$ cat config.mk
export PLATFORM = sky130hd
export DESIGN_NAME = uart_chan_param_flat
export DESIGN_NICKNAME = d
export VERILOG_FILES = /design/src/rtl/uart_chan_param_if.sv /design/src/rtl/uart_chan_param.sv /design/src/flat_wrapper.sv
export SDC_FILE = /design/constraint.sdc
export NUM_CORES = 1
export LEC_CHECK = 0
export CORE_ASPECT_RATIO = 0.6
export CORE_MARGIN = 5
export CORE_UTILIZATION = 40
export CTS_BUF_LIST = sky130_fd_sc_hd__clkbuf_16
export CTS_CLUSTER_DIAMETER = 150
export DETAILED_ROUTE_END_ITERATION = 8
export PLACE_DENSITY = 0.59
export SKIP_CTS_REPAIR_TIMING = 1
export SYNTH_ARGS = -nofsm -noshare
export SYNTH_HDL_FRONTEND = slang
export SYNTH_SLANG_ARGS = --single-unit
$ cat constraint.sdc
create_clock -name i_Clock -period 5.6 [get_ports i_Clock]
set_input_delay 1.68 -clock i_Clock [delete_from_list [all_inputs] [get_ports i_Clock]]
set_output_delay 1.68 -clock i_Clock [all_outputs]
set_load 0.05 [all_outputs]
$ cat src/rtl/uart_chan_param_if.sv
// CPU-side data register bus of one UART channel: select, direction,
// write data toward the channel and RX head character back to the CPU.
interface uart_chan_param_if;
    logic       i_Cs;
    logic       i_Rw;
    logic [7:0] i_Data;
    logic [7:0] o_Data;

    modport master (output i_Cs, output i_Rw, output i_Data, input o_Data);
    modport slave  (input i_Cs, input i_Rw, input i_Data, output o_Data);
endinterface

$ cat src/rtl/uart_chan_param.sv
// One DUART serial channel: TX holding + shift register, oversampled receiver,
// RX FIFO with per-character PE/FE/RB flags, and the four channel loop modes.
module uart_chan_param #(
    parameter int CLKS_PER_BIT = 16,
    parameter int DATA_BITS    = 8,
    parameter int RX_DEPTH     = 3
) (
    input  logic             i_Clock,
    input  logic             i_Rst_L,
    uart_chan_param_if.slave bus,
    input  logic             i_RX,
    output logic             o_TX,
    input  logic             i_TxEN,
    input  logic             i_RxEN,
    input  logic             i_TxReset,
    input  logic             i_RxReset,
    input  logic             i_ErrReset,
    input  logic [1:0]       i_Parity,
    input  logic [1:0]       i_Mode,
    output logic             o_TxRDY,
    output logic             o_TxEMT,
    output logic             o_RxRDY,
    output logic             o_FFULL,
    output logic             o_OVER,
    output logic             o_PE,
    output logic             o_FE,
    output logic             o_RB
);
    localparam int CNT_W  = $clog2(CLKS_PER_BIT);
    localparam int BIT_W  = $clog2(DATA_BITS);
    localparam int PTR_W  = (RX_DEPTH > 1) ? $clog2(RX_DEPTH) : 1;
    localparam int FCNT_W = $clog2(RX_DEPTH + 1);
    localparam int EW     = DATA_BITS + 3;

    localparam logic [CNT_W-1:0]  LAST_CLK = CNT_W'(CLKS_PER_BIT - 1);
    localparam logic [CNT_W-1:0]  HALF_CLK = CNT_W'(CLKS_PER_BIT / 2);
    localparam logic [BIT_W-1:0]  LAST_BIT = BIT_W'(DATA_BITS - 1);
    localparam logic [PTR_W-1:0]  LAST_PTR = PTR_W'(RX_DEPTH - 1);
    localparam logic [FCNT_W-1:0] DEPTH_C  = FCNT_W'(RX_DEPTH);

    typedef enum logic [2:0] {S_IDLE, S_START, S_DATA, S_PARITY, S_STOP} state_t;

    logic w_mode_echo, w_mode_local, w_mode_remote, w_par_en, w_par_odd;
    assign w_mode_echo   = (i_Mode == 2'b01);
    assign w_mode_local  = (i_Mode == 2'b10);
    assign w_mode_remote = (i_Mode == 2'b11);
    assign w_par_en      = (i_Parity == 2'b01) || (i_Parity == 2'b10);
    assign w_par_odd     = (i_Parity == 2'b10);

    // ------------------------------------------------------------------ TX
    state_t               r_tx_state, w_tx_state_next;
    logic [CNT_W-1:0]     r_tx_cnt, w_tx_cnt_next;
    logic [BIT_W-1:0]     r_tx_bit, w_tx_bit_next;
    logic [DATA_BITS-1:0] r_tx_shift, w_tx_shift_next;
    logic                 r_tx_par, w_tx_par_next;
    logic                 r_hold_full, w_hold_full_next;
    logic [DATA_BITS-1:0] r_hold_data, w_hold_data_next;
    logic                 w_tx_load, w_wr, w_echo_load, w_tx_line;

    // RX-side signals referenced by the TX path (auto-echo, local loop)
    logic                 w_push;
    logic [DATA_BITS-1:0] r_rx_shift;

    assign o_TxRDY     = i_TxEN & ~r_hold_full & ~w_mode_echo;
    assign o_TxEMT     = ~r_hold_full & (r_tx_state == S_IDLE);
    assign w_wr        = bus.i_Cs & ~bus.i_Rw & o_TxRDY & ~i_TxReset;
    assign w_echo_load = w_push & w_mode_echo & ~r_hold_full & ~i_TxReset;

    always_ff @(posedge i_Clock or negedge i_Rst_L) begin
        if (!i_Rst_L) begin
            r_tx_state  <= S_IDLE;
            r_tx_cnt    <= '0;
            r_tx_bit    <= '0;
            r_tx_shift  <= '0;
            r_tx_par    <= 1'b0;
            r_hold_full <= 1'b0;
            r_hold_data <= '0;
        end else begin
            r_tx_state  <= w_tx_state_next;
            r_tx_cnt    <= w_tx_cnt_next;
            r_tx_bit    <= w_tx_bit_next;
            r_tx_shift  <= w_tx_shift_next;
            r_tx_par    <= w_tx_par_next;
            r_hold_full <= w_hold_full_next;
            r_hold_data <= w_hold_data_next;
        end
    end

    always_comb begin
        w_tx_state_next  = r_tx_state;
        w_tx_cnt_next    = r_tx_cnt;
        w_tx_bit_next    = r_tx_bit;
        w_tx_shift_next  = r_tx_shift;
        w_tx_par_next    = r_tx_par;
        w_hold_full_next = r_hold_full;
        w_hold_data_next = r_hold_data;
        w_tx_load        = 1'b0;
        case (r_tx_state)
            S_IDLE: w_tx_load = r_hold_full & i_TxEN;
            S_START: begin
                if (r_tx_cnt == LAST_CLK) begin
                    w_tx_cnt_next   = '0;
                    w_tx_bit_next   = '0;
                    w_tx_state_next = S_DATA;
                end else begin
                    w_tx_cnt_next = r_tx_cnt + CNT_W'(1);
                end
            end
            S_DATA: begin
                if (r_tx_cnt == LAST_CLK) begin
                    w_tx_cnt_next   = '0;
                    w_tx_shift_next = {1'b0, r_tx_shift[DATA_BITS-1:1]};
                    if (r_tx_bit == LAST_BIT)
                        w_tx_state_next = w_par_en ? S_PARITY : S_STOP;
                    else
                        w_tx_bit_next = r_tx_bit + BIT_W'(1);
                end else begin
                    w_tx_cnt_next = r_tx_cnt + CNT_W'(1);
                end
            end
            S_PARITY: begin
                if (r_tx_cnt == LAST_CLK) begin
                    w_tx_cnt_next   = '0;
                    w_tx_state_next = S_STOP;
                end else begin
                    w_tx_cnt_next = r_tx_cnt + CNT_W'(1);
                end
            end
            S_STOP: begin
                if (r_tx_cnt == LAST_CLK) begin
                    // Chain straight into the next start bit when a character waits
                    w_tx_cnt_next   = '0;
                    w_tx_load       = r_hold_full & i_TxEN;
                    w_tx_state_next = S_IDLE;
                end else begin
                    w_tx_cnt_next = r_tx_cnt + CNT_W'(1);
                end
            end
            default: w_tx_state_next = S_IDLE;
        endcase
        if (w_tx_load) begin
            w_tx_state_next  = S_START;
            w_tx_cnt_next    = '0;
            w_tx_shift_next  = r_hold_data;
            w_tx_par_next    = (^r_hold_data) ^ w_par_odd;
            w_hold_full_next = 1'b0;
        end
        if (w_wr || w_echo_load) begin
            w_hold_full_next = 1'b1;
            w_hold_data_next = w_wr ? bus.i_Data[DATA_BITS-1:0] : r_rx_shift;
        end
        if (i_TxReset) begin
            w_tx_state_next  = S_IDLE;
            w_tx_cnt_next    = '0;
            w_tx_bit_next    = '0;
            w_hold_full_next = 1'b0;
        end
    end

    always_comb begin
        case (r_tx_state)
            S_START:  w_tx_line = 1'b0;
            S_DATA:   w_tx_line = r_tx_shift[0];
            S_PARITY: w_tx_line = r_tx_par;
            default:  w_tx_line = 1'b1;
        endcase
    end

    // ------------------------------------------------------------------ RX
    logic r_rx_meta, r_rx_sync, r_rx_prev, w_rx_in;

    always_ff @(posedge i_Clock or negedge i_Rst_L) begin
        if (!i_Rst_L) begin
            r_rx_meta <= 1'b1;
            r_rx_sync <= 1'b1;
            r_rx_prev <= 1'b1;
        end else begin
            r_rx_meta <= i_RX;
            r_rx_sync <= r_rx_meta;
            r_rx_prev <= w_rx_in;
        end
    end

    assign w_rx_in = w_mode_local ? w_tx_line : r_rx_sync;
    assign o_TX    = w_mode_remote ? r_rx_sync : (w_mode_local ? 1'b1 : w_tx_line);

    state_t               r_rx_state, w_rx_state_next;
    logic [CNT_W-1:0]     r_rx_cnt, w_rx_cnt_next;
    logic [BIT_W-1:0]     r_rx_bit, w_rx_bit_next;
    logic [DATA_BITS-1:0] w_rx_shift_next;
    logic                 r_rx_parbit, w_rx_parbit_next;
    logic                 r_rx_armed, w_rx_armed_next;
    logic                 w_rx_stop, w_push_pe, w_push_fe, w_push_rb;

    // Flags evaluated against the stop-bit sample; a break is not also a parity error
    assign w_push_fe = ~w_rx_in;
    assign w_push_rb = w_push_fe & (r_rx_shift == '0) & ~r_rx_parbit;
    assign w_push_pe = w_par_en & ((^{r_rx_shift, r_rx_parbit}) ^ w_par_odd) & ~w_push_rb;
    assign w_push    = w_rx_stop & ~w_mode_remote & ~i_RxReset;

    always_ff @(posedge i_Clock or negedge i_Rst_L) begin
        if (!i_Rst_L) begin
            r_rx_state  <= S_IDLE;
            r_rx_cnt    <= '0;
            r_rx_bit    <= '0;
            r_rx_shift  <= '0;
            r_rx_parbit <= 1'b0;
            r_rx_armed  <= 1'b0;
        end else begin
            r_rx_state  <= w_rx_state_next;
            r_rx_cnt    <= w_rx_cnt_next;
            r_rx_bit    <= w_rx_bit_next;
            r_rx_shift  <= w_rx_shift_next;
            r_rx_parbit <= w_rx_parbit_next;
            r_rx_armed  <= w_rx_armed_next;
        end
    end

    always_comb begin
        w_rx_state_next  = r_rx_state;
        w_rx_cnt_next    = r_rx_cnt;
        w_rx_bit_next    = r_rx_bit;
        w_rx_shift_next  = r_rx_shift;
        w_rx_parbit_next = r_rx_parbit;
        w_rx_armed_next  = r_rx_armed;
        w_rx_stop        = 1'b0;
        case (r_rx_state)
            S_IDLE: begin
                if (w_rx_in)
                    w_rx_armed_next = 1'b1;
                // The edge cycle is bit-cycle 0, so counting resumes at 1
                if (i_RxEN && r_rx_armed && r_rx_prev && !w_rx_in) begin
                    w_rx_state_next = S_START;
                    w_rx_cnt_next   = CNT_W'(1);
                end
            end
            S_START: begin
                if (r_rx_cnt == HALF_CLK) begin
                    w_rx_cnt_next    = '0;
                    w_rx_bit_next    = '0;
                    w_rx_parbit_next = 1'b0;
                    w_rx_state_next  = w_rx_in ? S_IDLE : S_DATA;
                end else begin
                    w_rx_cnt_next = r_rx_cnt + CNT_W'(1);
                end
            end
            S_DATA: begin
                if (r_rx_cnt == LAST_CLK) begin
                    w_rx_cnt_next   = '0;
                    w_rx_shift_next = {w_rx_in, r_rx_shift[DATA_BITS-1:1]};
                    if (r_rx_bit == LAST_BIT)
                        w_rx_state_next = w_par_en ? S_PARITY : S_STOP;
                    else
                        w_rx_bit_next = r_rx_bit + BIT_W'(1);
                end else begin
                    w_rx_cnt_next = r_rx_cnt + CNT_W'(1);
                end
            end
            S_PARITY: begin
                if (r_rx_cnt == LAST_CLK) begin
                    w_rx_cnt_next    = '0;
                    w_rx_parbit_next = w_rx_in;
                    w_rx_state_next  = S_STOP;
                end else begin
                    w_rx_cnt_next = r_rx_cnt + CNT_W'(1);
                end
            end
            S_STOP: begin
                if (r_rx_cnt == LAST_CLK) begin
                    w_rx_cnt_next   = '0;
                    w_rx_stop       = 1'b1;
                    w_rx_state_next = S_IDLE;
                    if (w_push_rb)
                        w_rx_armed_next = 1'b0;
                end else begin
                    w_rx_cnt_next = r_rx_cnt + CNT_W'(1);
                end
            end
            default: w_rx_state_next = S_IDLE;
        endcase
        if (i_RxReset) begin
            w_rx_state_next = S_IDLE;
            w_rx_cnt_next   = '0;
            w_rx_armed_next = 1'b0;
        end
    end

    // ---------------------------------------------------------------- FIFO
    logic [EW-1:0]     r_fifo [RX_DEPTH];
    logic [PTR_W-1:0]  r_wr_ptr, r_rd_ptr;
    logic [FCNT_W-1:0] r_fcount;
    logic              r_over;
    logic              w_empty, w_full, w_pop, w_fifo_wr;
    logic [EW-1:0]     w_head;

    assign w_empty   = (r_fcount == '0);
    assign w_full    = (r_fcount == DEPTH_C);
    assign w_pop     = bus.i_Cs & bus.i_Rw & ~w_empty & ~i_RxReset;
    assign w_fifo_wr = w_push & (~w_full | w_pop);

    always_ff @(posedge i_Clock) begin
        if (w_fifo_wr)
            r_fifo[r_wr_ptr] <= {w_push_rb, w_push_fe, w_push_pe, r_rx_shift};
    end

    always_ff @(posedge i_Clock or negedge i_Rst_L) begin
        if (!i_Rst_L) begin
            r_wr_ptr <= '0;
            r_rd_ptr <= '0;
            r_fcount <= '0;
            r_over   <= 1'b0;
        end else begin
            if (i_RxReset) begin
                r_wr_ptr <= '0;
                r_rd_ptr <= '0;
                r_fcount <= '0;
            end else begin
                if (w_fifo_wr)
                    r_wr_ptr <= (r_wr_ptr == LAST_PTR) ? '0 : r_wr_ptr + PTR_W'(1);
                if (w_pop)
                    r_rd_ptr <= (r_rd_ptr == LAST_PTR) ? '0 : r_rd_ptr + PTR_W'(1);
                if (w_fifo_wr && !w_pop)
                    r_fcount <= r_fcount + FCNT_W'(1);
                else if (!w_fifo_wr && w_pop)
                    r_fcount <= r_fcount - FCNT_W'(1);
            end
            if (i_ErrReset)
                r_over <= 1'b0;
            else if (w_push && w_full && !w_pop)
                r_over <= 1'b1;
        end
    end

    assign w_head     = r_fifo[r_rd_ptr];
    assign bus.o_Data = w_empty ? 8'h00 : 8'(w_head[DATA_BITS-1:0]);
    assign o_PE       = ~w_empty & w_head[DATA_BITS];
    assign o_FE       = ~w_empty & w_head[DATA_BITS+1];
    assign o_RB       = ~w_empty & w_head[DATA_BITS+2];
    assign o_RxRDY    = ~w_empty;
    assign o_FFULL    = w_full;
    assign o_OVER     = r_over;
endmodule
$ cat src/flat_wrapper.sv
// flat-port wrapper written by rule: the top's interface ports become plain ports
module uart_chan_param_flat 
#(
    parameter int CLKS_PER_BIT = 16,
    parameter int DATA_BITS    = 8,
    parameter int RX_DEPTH     = 3
)
  (i_Clock, i_Rst_L, i_RX, o_TX, i_TxEN, i_RxEN, i_TxReset, i_RxReset, i_ErrReset, i_Parity, i_Mode, o_TxRDY, o_TxEMT, o_RxRDY, o_FFULL, o_OVER, o_PE, o_FE, o_RB, bus_i_Cs, bus_i_Rw, bus_i_Data, bus_o_Data);
  uart_chan_param_if bus_i ();
  input  logic i_Clock;
  input  logic i_Rst_L;
  input  logic i_RX;
  output logic o_TX;
  input  logic i_TxEN;
  input  logic i_RxEN;
  input  logic i_TxReset;
  input  logic i_RxReset;
  input  logic i_ErrReset;
  input  logic [1:0] i_Parity;
  input  logic [1:0] i_Mode;
  output logic o_TxRDY;
  output logic o_TxEMT;
  output logic o_RxRDY;
  output logic o_FFULL;
  output logic o_OVER;
  output logic o_PE;
  output logic o_FE;
  output logic o_RB;
  input wire logic [$bits(bus_i.i_Cs)-1:0] bus_i_Cs;
  input wire logic [$bits(bus_i.i_Rw)-1:0] bus_i_Rw;
  input wire logic [$bits(bus_i.i_Data)-1:0] bus_i_Data;
  output wire logic [$bits(bus_i.o_Data)-1:0] bus_o_Data;
  assign bus_i.i_Cs = bus_i_Cs;
  assign bus_i.i_Rw = bus_i_Rw;
  assign bus_i.i_Data = bus_i_Data;
  assign bus_o_Data = bus_i.o_Data;
  uart_chan_param #(.CLKS_PER_BIT(CLKS_PER_BIT), .DATA_BITS(DATA_BITS), .RX_DEPTH(RX_DEPTH)) u_core (.i_Clock(i_Clock), .i_Rst_L(i_Rst_L), .bus(bus_i), .i_RX(i_RX), .o_TX(o_TX), .i_TxEN(i_TxEN), .i_RxEN(i_RxEN), .i_TxReset(i_TxReset), .i_RxReset(i_RxReset), .i_ErrReset(i_ErrReset), .i_Parity(i_Parity), .i_Mode(i_Mode), .o_TxRDY(o_TxRDY), .o_TxEMT(o_TxEMT), .o_RxRDY(o_RxRDY), .o_FFULL(o_FFULL), .o_OVER(o_OVER), .o_PE(o_PE), .o_FE(o_FE), .o_RB(o_RB));
endmodule
# Word-level counts from Yosys, hierarchy flattened
# Memories as Yosys holds them, arrays and structs flattened.
# Cells that the tools add are included.
totals:
  regBits: 58
  ram_bits: 33
  in_bits: 22
  output_inout_bits: 17
  elab_cells: 222
  n_memories: 1
mem_list:
  columns: ["memory", "words", "word_bits", "read_ports", "rd_ports_with_merged_regs", "write_ports", "line_no", "rtl"]
  rows:
  - ["u_core.r_fifo", 3, 11, 1, 0, 1, "uart_chan_param.sv:289", "logic [EW-1:0] r_fifo [RX_DEPTH];"]
op_classes:
  addsub: 8
  eq_ne: 42
  n_mux: 72
  n_bitwise: 37
  n_reduce_logical: 42
ops:
  columns: ["operator", "n"]
  rows:
  - ["$mux W3", 21]
  - ["$mux W8", 5]
  - ["$ne A3 B2 Y1 const B", 11]
  - ["$mux W4", 8]
  - ["$pmux W3 S5", 2]
  - ["$and A1 B1 Y1", 23]
  - ["$mux W2", 10]
  - ["$ne A4 B2 Y1 const B", 5]
  - ["$mux W1", 19]
  - ["$reduce_bool A3 Y1", 5]
  - ["$reduce_bool A2 Y1", 7]
  - ["$eq A2 B2 Y1 const B", 6]
  - ["$eq A3 B2 Y1 const B", 4]
  - ["$eq A3 B3 Y1 const B", 4]
  - ["$eq A4 B4 Y1 const B", 3]
  - ["$pmux W3 S2", 2]
  - ["$pmux W4 S3", 1]
  - ["$reduce_and A4 Y1", 3]
  - ["$reduce_and A6 Y1", 2]
  - ["$not A1 Y1", 11]
  - ["$reduce_xor A9 Y1", 1]
  - ["$add A4 B1 Y4 const B", 2]
  - ["$logic_not A8 Y1", 1]
  - ["$reduce_xor A8 Y1", 1]
  - ["22 further kinds", 44]

# Depth between registers and ports, before layout
# Gate-level depths: netlist of run 1.
depth:
  word_depth: 11
  depth_mapped: 7
  mapped_depth_nobuf: 7

# Worst setup path before layout of run 1
# OpenSTA, ideal clock, no wires.
synth_path:
  path_type: "input -> output"
  start: "in i_Mode[1]"
  end: "out o_TX"
  arrival_time_ns: 2.542
  required_ns: 3.920
  slack_ns: 1.378
  stages: 3
  path_buffers: 0
  path_cell_list: "nand2_1 nor2_1 a21oi_1"
synth_via:
  elab_chain_len: 3
  word_cells_on_any_way: 4
  classes_between: "eq/ne (2); mux (2)"
synth_rtl:
  columns: ["item", "line_no", "rtl"]
  rows:
  - ["start, declared", "flat_wrapper.sv:20", "input logic [1:0] i_Mode;"]
  - ["$eq A2 B2 Y1", "uart_chan_param.sv:45", "assign w_mode_local = (i_Mode == 2'b10);"]
  - ["$mux W1", "uart_chan_param.sv:185", "assign o_TX = w_mode_remote ? r_rx_sync : (w_mode_local ? 1'b1 : w_tx_line);"]
  - ["$mux W1 (*)", "uart_chan_param.sv:185", null]
  - ["end, declared", "flat_wrapper.sv:13", "output logic o_TX;"]
# Every way passes the cells marked *; elsewhere a longest branch is shown, timed or not.

# Worst setup path after layout of run 1
layout_path:
  start: "in i_Mode[1]"
  end: "out o_TxRDY"
layout_via:
  elab_chain_len: 3
layout_rtl:
  columns: ["item", "line_no", "rtl"]
  rows:
  - ["$eq A2 B1 Y1", "uart_chan_param.sv:44", "assign w_mode_echo = (i_Mode == 2'b01);"]
  - ["$not A1 Y1", "uart_chan_param.sv:64", "assign o_TxRDY = i_TxEN & ~r_hold_full & ~w_mode_echo;"]
  - ["$and A1 B1 Y1", "uart_chan_param.sv:64", null]
  - ["end, declared", "flat_wrapper.sv:21", "output logic o_TxRDY;"]
# No other way between the ends.

==> results of run 1 <==
registers in the layout, summed over array words and instances, names as in the netlist, 2 cells and up:
register and cells:
u_core.r_tx_shift 8, u_core.r_tx_state 3, u_core.r_hold_data 8, u_core.r_rx_state 3, u_core.r_rx_shift 8, u_core.r_tx_cnt 4
u_core.r_rx_cnt 4, u_core.r_fcount 2, u_core.r_rd_ptr 2, u_core.r_wr_ptr 2, u_core.r_tx_bit 3, u_core.r_rx_bit 3
u_core.r_fifo 33
kinds of logic after synthesis:
group,after synthesis
and+or+nand+nor,144
xor gates and xnor gates,19
adders and majority gates,8
DFF,91
buffers and inverters,35
muxes,42
AOI/OAI and AO/OA,86
worst min path at each step:
stage / slack [ns] / cells past startpoint / from / end
global placement: 0.37 / 0 / u_core.r_rx_meta / u_core.r_rx_sync
finish: 0.37 / 0 / u_core.r_rx_meta / u_core.r_rx_sync
CTS: 0.37 / 0 / u_core.r_rx_meta / u_core.r_rx_sync
detailed placement: 0.37 / 0 / u_core.r_rx_meta / u_core.r_rx_sync
floorplan: 0.35 / 0 / u_core.r_rx_meta / u_core.r_rx_sync
global route: 0.37 / 0 / u_core.r_rx_meta / u_core.r_rx_sync
stage by stage:
stage / area (um^2) / cells / setup WS (ns)
floorplan: 4500 / 425 / 1.38
global placement: 5010 / 591 / 0.519
detailed placement: 5010 / 591 / 0.513
CTS: 5300 / 607 / 0.505
global route: 5300 / 607 / 0.424
finish: 5300 / 607 / 0.507
cell usage in the layout (no fill, tap or decap), types with 3 or more instances in the layout:
master / count
nand2_1: 41
xor2_1: 3
nor2_1: 48
clkbuf_16: 9
mux2i_1: 28
o21ai_0: 29
nor4_1: 3
dfrtp_1: 55
clkdlybuf4s50_1: 37
a211oi_1: 3
nor3_1: 5
a21o_1: 3
buf_4: 5
nor2b_1: 5
ha_1: 8
inv_1: 16
nand2b_1: 3
and3_1: 3
dfstp_2: 3
a21oi_1: 31
edfxtp_1: 33
mux2_2: 14
xnor2_1: 16
nand3_1: 10
or3_1: 3
nor3b_1: 4
layout make-up:
type | count | area share, %
Timing Repair Buffer | 43 | 7.80
Tap cell | 144 | 3.40
Clock buffer | 9 | 4.25
Sequential cell | 91 | 46.2
Clock inverter | 7 | 1.16
Inverter | 14 | 0.992
Multi-Input combinational cell | 299 | 36.2
routing by layer:
metal	vias up	wire [um]	track usage, %
met4	0	65	3.02
met3	6	399	4.30
met1	1544	4970	21.6
li1	1576	-	-
met5	-	0	0
met2	60	4100	22.0
worst max-delay path: stages:
cell and delay (ns):
clkdlybuf4s50_1 0.52, nand2b_1 0.19, and3_1 0.21, clkdlybuf4s50_1 0.81
report_power, final:
part / internal (mW) / switching, mW
registers: 0.744 / 0.0587
logic: 0.120 / 0.132
clock network: 0.340 / 0.241
==> summary.txt, run 1 <==
Logic synthesis
  – Syn Nets: 455
  – Largest family of logic cells by synthesized area: simple AND/OR/NAND/NOR gates
  – Post-synthesis simple-gate area fraction: 15.7%
  – Syn Inst Count: 425
  – Most frequent cell after synthesis: dfrtp_1
  – Number of distinct library cells after synthesis: 54
  – Synth Area in Compound Gates: 11.3%
  – Number of synthesized flops with an enable pin: 33
  – Post-synthesis cell area: 4500 um^2
  – Xor and xnor area share after synthesis: 3.70%
  – Mapped Avg Cell Area: 10.6 um^2
  – Adder-cell share of the synthesized area: 2.22%
  – Most used DFF post-synth: dfrtp_1
  – Post-synthesis mux area share: 9.73%
  – Synth area leaders: dfrtp_1 (31%), edfxtp_1 (22%), mux2i_1 (6.2%), nor2_1 (4.0%), mux2_2 (3.5%)
  – Largest area contributor in the netlist: dfrtp_1
  – Yosys warning count: 0
  – Share of the synthesized area in the top cell type: 30.6%
  – Seq/Total Area, Yosys: 54.4%
  – Flops & latches, synth: 91
  – Most common library cells after synthesis: dfrtp_1 (55), nor2_1 (48), nand2_1 (41)
  – Async S/R FF share, synth: 63.7%

Cells and area
  – Fillers: 1007
  – Register Area: 2450 um^2
  – Final Net Count: 488
  – Antenna diode count: 0
  – Multi-input gate area: 1920 um^2
  – Core Util, Final: 47.5%
  – Area growth from synthesis to layout: 17.7%
  – Fraction of layout cells with a size suffix above 1: 9.50%

CTS
  – Htree depth: 3
  – CTS Buf Count: 9
  – Max Buffers Root-to-Sink: 2
  – Clk root buf: clkbuf_16
  – Clk_lat worst skew: 0.33 ns
  – TritonCTS Sinks: 91
  – Clk slew on worst S/H paths: 0.06 ns
  – CTS tree: done

STA
  – Setup violators final: 0
  – RSZ-0062 raised after global routing: no
  – Tightest Pin Transition: 1.02 ns
  – Final worst path period share: 90.9%
  – Max Slew Vio Count: 0
  – F_max: 0.196 GHz
  – Setup TNS: 0 ns
  – Hold_ws: 0.372 ns
  – Post-layout minimum cycle time: 5.09 ns
  – Endpoints failing hold: 0
  – Max-slew headroom: 31.4%
  – Layout Skew: 0.00607 ns

Drt
  – DR vias: 3186
  – DR DRC count: 0
  – Drt wl/cell: 15.7 um
  – Via density: 5.25
  – First-pass DRT Iterations: 4
  – Final WL: 9530 um
  – Antenna viol nets, final: 0
  – DRT iter0 DRCs: 152

Global routing
  – Vias in the first global route: 3068
  – GRT overflow: 0
  – Antenna violations before repair: 0
  – First-pass GRT wire length: 15900 um
  – Largest net degree at the start of global routing: 31
  – GR Util All Layers: 14.8%

Worst setup path
  – Worst Path Arrival: 3.41 ns
  – Critical path class: input port to output pin
  – R2R setup slack: 2.73 ns
  – R2r worst-path depth: 5
  – Worst reg2reg startpoint: u_core.r_rx_state[1]
  – CP endpoint kind: output pin
  – CP startpoint: i_Mode[1]
  – Crit-path max FO: 5
  – Critical Path Source Type: input port
  – Worst Setup EP: o_TxRDY
  – Critical path required time: 3.92 ns
  – RR Endpoint: u_core.r_fifo[0][4]

Die
  – Die outline area: 13500 um^2
  – Initial cell density of the core: 40.4%
  – Core area: 11100 um^2
  – Row Count: 30
  – I/O Pins: 39
  – Die Ht: 92.2 um
  – Chip width: 147 um

Status
  – Status: finished, final reports clean

Worst hold path
  – Min-delay worst type: register to register

Power
  – VDD IR max: 168 uV
  – Pleak: 2.12 nW
  – Total power: 1.64 mW
  – Pwr per Cell Area: 309 nW/um^2

Flow run
  – Max Cap Viol: 0

Placement
  – DP Wirelength: 6670 um
  – IO buf count: 38
  – GPL Wtd Cong: 0.771
Power figures use the tool's default switching activity.
==> inputs of run 2 (changes only) <==
--- a/config.mk
+++ b/config.mk
@@ -11,6 +11,7 @@
 export CTS_BUF_LIST = sky130_fd_sc_hd__clkbuf_16
 export CTS_CLUSTER_DIAMETER = 150
 export DETAILED_ROUTE_END_ITERATION = 8
+export MAX_ROUTING_LAYER = met4
 export PLACE_DENSITY = 0.59
 export SKIP_CTS_REPAIR_TIMING = 1
 export SYNTH_ARGS = -nofsm -noshare
==> summary.txt, run 2 (synthesized netlist as in run 1, its figures left out) <==
STA
  – Final worst path period share: 90.6%
  – Tightest Pin Transition: 1.02 ns
  – Hold_ws: 0.372 ns
  – Post-layout minimum cycle time: 5.08 ns
  – F_max: 0.197 GHz
  – Setup TNS: 0 ns
  – Max-slew headroom: 31.5%
  – RSZ-0062 raised after global routing: no
  – Endpoints failing hold: 0
  – Max Slew Vio Count: 0
  – Layout Skew: 0.00696 ns
  – Setup violators final: 0
  – PnR worst setup slack: 0.525 ns

Cells and area
  – Fraction of layout cells with a size suffix above 1: 9.50%
  – Most frequent cells in the layout: dfrtp_1 (55), nor2_1 (48), nand2_1 (41)
  – Area growth from synthesis to layout: 17.7%
  – Core Util, Final: 47.5%
  – Top reg by flops: u_core.r_fifo
  – Most common cell after layout, fill and taps aside: dfrtp_1
  – Antenna diode count: 0
  – Final Net Count: 488
  – Number of flip-flops in the largest register: 33
  – Final instance area: 5300 um^2

Flow run
  – Max Cap Viol: 0

Placement
  – IO buf count: 38
  – GPL Wtd Cong: 0.781
  – DP Wirelength: 6670 um
  – Cell Area, Placed: 5010 um^2
  – Pre-CTS setup slack: 0.513 ns

Drt
  – DR vias: 3187
  – WL met1: 4960 um
  – Via density: 5.25
  – First-pass DRT Iterations: 4
  – Metal2 WL: 4090 um
  – Final WL: 9500 um
  – Top sig layer: met4
  – DR WL met3: 361 um
  – DR DRC count: 0
  – DRT iter0 DRCs: 181
  – Drt wl/cell: 15.7 um
  – Antenna viol nets, final: 0

Worst setup path
  – Worst reg2reg startpoint: u_core.r_rx_state[1]
  – Critical Path Source Type: input port
  – Crit-path max FO: 5
  – Slowest stage cell on the critical path: clkdlybuf4s50_1
  – Critical path required time: 3.92 ns
  – Critical path class: input port to output pin
  – Worst Path Arrival: 3.40 ns
  – CP delay by family, top: buffers and inverters
  – R2r worst-path depth: 5
  – CP endpoint kind: output pin
  – CP Cell Sequence: clkdlybuf4s50_1 > nand2b_1 > and3_1 > clkdlybuf4s50_1
  – Worst path bufs/invs: 2
  – RR Endpoint: u_core.r_fifo[0][4]
  – Top cell by count, worst path: clkdlybuf4s50_1
  – R2R setup slack: 2.71 ns
  – CP peak stage delay: 0.81 ns

CTS
  – TritonCTS Sinks: 91
  – CTS Buf Count: 9
  – Clk root buf: clkbuf_16
  – CTS tree: done
  – Clk slew on worst S/H paths: 0.06 ns
  – Htree depth: 3
  – Max Buffers Root-to-Sink: 2
  – Clk_lat worst skew: 0.34 ns

Die
  – Die Ht: 92.2 um
  – Core area: 11100 um^2
  – Initial cell density of the core: 40.4%
  – I/O Pins: 39
  – Chip width: 147 um
  – Die outline area: 13500 um^2
  – Row Count: 30

Power
  – Pwr per Cell Area: 309 nW/um^2
  – Pleak: 2.12 nW
  – VDD IR max: 168 uV

Worst hold path
  – Hold endpoint: u_core.r_rx_sync
  – Min-delay worst type: register to register
  – Hold Path Origin: u_core.r_rx_meta
  – Hold depth: 0

Global routing
  – Vias in the first global route: 3074
  – Antenna violations before repair: 0
  – GRT overflow: 0
  – Largest net degree at the start of global routing: 31
  – First-pass GRT wire length: 15900 um
  – GR Util All Layers: 15.2%

Status
  – Status: finished, final reports clean
run 2: area by class of cell:
cell class              instances  area [um^2]
multi-input cells             299         1920
fillers                      1007         5850
repair buffers                 43          413
well taps                     144          180
flip-flops and latches         91         2450
clock buffers                   9          225
inverters                      14         52.6
clock inverters                 7         61.3
run 2: worst max path at each step:
stage                         start      end  slack (ns)  depth (start not counted)
after global placement    i_Mode[1]  o_TxRDY        0.52                          4
after floorplan           i_Mode[1]     o_TX        1.38                          3
after global routing      i_Mode[1]  o_TxRDY        0.42                          4
after detailed placement  i_Mode[1]  o_TxRDY        0.51                          4
final                     i_Mode[1]  o_TxRDY        0.52                          4
after CTS                 i_Mode[1]  o_TxRDY        0.50                          4
run 2: layer usage:
metal / track usage, % / vias up
met5: - / -
met4: 3.72 / 0
met3: 3.51 / 9
met2: 22.0 / 57
met1: 21.8 / 1544
li1: - / 1577
run 2: report_power, final:
group          internal, mW  leakage [nW]  switching (mW)  total, mW
Sequential            0.744          1.08          0.0582      0.802
Clock                 0.340         0.138           0.241      0.580
Combinational         0.120         0.903           0.132      0.253
run 2: worst reg2reg max path: stages (launching register included):
cell and delay, ns:
dfrtp_1 0.52, or3b_1 0.56, nor4b_4 0.56, nand2_2 0.15, or3_1 0.38, inv_1 0.36
run 2: metrics by stage:
stage | instances | power (mW)
2_1_floorplan | 425 | 0.986
3_3_place_gp | 591 | 1.06
3_5_place_dp | 591 | 1.07
4_1_cts | 607 | 1.66
5_1_grt | 607 | 1.73
6_report | 607 | 1.64
==> inputs of run 3 (changes only) <==
--- a/config.mk
+++ b/config.mk
@@ -5,14 +5,16 @@
 export SDC_FILE = /design/constraint.sdc
 export NUM_CORES = 1
 export LEC_CHECK = 0
+export CAP_MARGIN = 40
 export CORE_ASPECT_RATIO = 0.6
 export CORE_MARGIN = 5
-export CORE_UTILIZATION = 40
+export CORE_UTILIZATION = 62
 export CTS_BUF_LIST = sky130_fd_sc_hd__clkbuf_16
 export CTS_CLUSTER_DIAMETER = 150
 export DETAILED_ROUTE_END_ITERATION = 8
+export HOLD_SLACK_MARGIN = 0.1
 export MAX_ROUTING_LAYER = met4
-export PLACE_DENSITY = 0.59
+export PLACE_DENSITY = 0.85
 export SKIP_CTS_REPAIR_TIMING = 1
 export SYNTH_ARGS = -nofsm -noshare
 export SYNTH_HDL_FRONTEND = slang
==> summary.txt, run 3 (synthesized netlist as in run 1, its figures left out) <==
Drt
  – DRT iter0 DRCs: 248
  – Final WL: 9520 um
  – DR vias: 3307
  – Via density: 5.96
  – DR DRC count: 0
  – Antenna viol nets, final: 0
  – First-pass DRT Iterations: 5
  – Drt wl/cell: 17.2 um

Placement
  – Cell Area, Placed: 4950 um^2
  – GPL Wtd Cong: 0.897
  – Pre-CTS setup slack: 0.585 ns
  – IO buf count: 38
  – DP Wirelength: 6420 um
  – Cell count after placement: 539

STA
  – Final worst path period share: 90.9%
  – F_max: 0.196 GHz
  – Hold_ws: 0.361 ns
  – Post-layout minimum cycle time: 5.09 ns
  – PnR worst setup slack: 0.509 ns
  – Setup violators final: 0
  – Layout Skew: 0.00673 ns
  – Setup TNS: 0 ns
  – Endpoints failing hold: 0
  – Tightest Pin Transition: 0.725 ns
  – RSZ-0062 raised after global routing: no
  – Max Slew Vio Count: 0
  – Max-slew headroom: 51.6%

Die
  – Core area: 7150 um^2
  – Chip width: 120 um
  – Die Ht: 76.0 um
  – Die outline area: 9120 um^2
  – I/O Pins: 39
  – Row Count: 24
  – Initial cell density of the core: 63.0%

Cells and area
  – Final instance area: 5200 um^2
  – Most common cell after layout, fill and taps aside: dfrtp_1
  – Most frequent cells in the layout: dfrtp_1 (55), nor2_1 (48), nand2_1 (41)
  – Area growth from synthesis to layout: 15.7%
  – Core Util, Final: 72.8%
  – Fraction of layout cells with a size suffix above 1: 9.05%
  – Top reg by flops: u_core.r_fifo
  – Final Net Count: 489
  – Number of flip-flops in the largest register: 33
  – Finished Layout Cells: 555
  – Antenna diode count: 0

CTS
  – Clk_lat worst skew: 0.34 ns
  – Clk root buf: clkbuf_16
  – CTS Buf Count: 9
  – CTS tree: done
  – Max Buffers Root-to-Sink: 2
  – TritonCTS Sinks: 91
  – Clk slew on worst S/H paths: 0.06 ns
  – Htree depth: 3

Power
  – Reg power frac: 50.8%
  – Pwr per Cell Area: 304 nW/um^2
  – VDD IR max: 183 uV
  – Clock share of power: 32.9%
  – Sw Share: 26.9%
  – NetSw: 0.425 mW
  – Total power: 1.58 mW
  – Pleak: 2.13 nW
  – Cell Int Power: 1.16 mW
  – Logic gate share of total power: 16.4%

Global routing
  – Antenna violations before repair: 0
  – First-pass GRT wire length: 15800 um
  – Largest net degree at the start of global routing: 59
  – GRT overflow: 0
  – GR Util All Layers: 22.7%
  – Vias in the first global route: 3174

Worst setup path
  – CP Cell Sequence: clkdlybuf4s50_1 > nand2b_1 > and3_1 > clkdlybuf4s50_1
  – Worst Path Arrival: 3.41 ns
  – Crit-path max FO: 5
  – Critical Path Source Type: input port
  – Critical path class: input port to output pin
  – CP endpoint kind: output pin
  – CP delay by family, top: buffers and inverters
  – Worst path bufs/invs: 2
  – Top cell by count, worst path: clkdlybuf4s50_1
  – Critical path required time: 3.92 ns
  – Slowest stage cell on the critical path: clkdlybuf4s50_1
  – CP peak stage delay: 0.82 ns

Flow run
  – Max Cap Viol: 0

Status
  – Status: finished, final reports clean

Worst hold path
  – Min-delay worst type: register to register
-- run 3: cell types whose count changed in the layout (fill, tap and decap cells not counted), sizes merged --
cell      before  now
inv           16   20
bufinv         1    0
clkinvlp       3    0
buf            6    7
-- run 3: worst reg2reg max path: stages (launching register included) --
cell and delay, ns:
dfrtp_1 0.53, or3b_1 0.57, nor4b_4 0.53, nand2_2 0.14, or3_1 0.37, inv_1 0.38
-- run 3: metal layers --
| metal | part of all wire, % | track usage (%) |
|---|---|---|
| met1 | 45 | 30.8 |
| met2 | 46 | 33.3 |
| met3 | 6.7 | 6.01 |
| met4 | 2.4 | 8.23 |
| met5 | 0 | - |
-- run 3: worst paths after layout --
kind	start	to	slack [ns]	depth (start not counted)
setup reg to reg	u_core.r_rx_state[1]	u_core.r_fifo[0][8]	2.73	5
hold reg to reg	u_core.r_rx_meta	u_core.r_rx_sync	0.36	0
setup / recovery	i_Mode[1]	o_TxRDY	0.51	4
min in group asynchronous	i_Rst_L	u_core.r_tx_cnt[3]	1.48	2
hold / removal	u_core.r_rx_meta	u_core.r_rx_sync	0.36	0
max in group asynchronous	i_Rst_L	u_core.o_OVER	3.64	2
-- run 3: cell type report --
| cell class | instances | area, um^2 |
|---|---|---|
| Fill cell | 502 | 1940 |
| Tap cell | 91 | 114 |
| Clock inverter | 7 | 27.5 |
| Clock buffer | 9 | 225 |
| Sequential cell | 91 | 2450 |
| Multi-Input combinational cell | 299 | 1920 |
| Inverter | 14 | 52.6 |
| Timing Repair Buffer | 44 | 420 |
-- run 3: power by group through the flow --
stage / combinational [mW] / sequential, mW / clock (mW)
2_1_floorplan: 0.199 / 0.788 / 0
3_3_place_gp: 0.240 / 0.809 / 0
4_1_cts: 0.256 / 0.800 / 0.529
3_5_place_dp: 0.252 / 0.812 / 0
5_1_grt: 0.283 / 0.811 / 0.560
6_report: 0.258 / 0.802 / 0.520
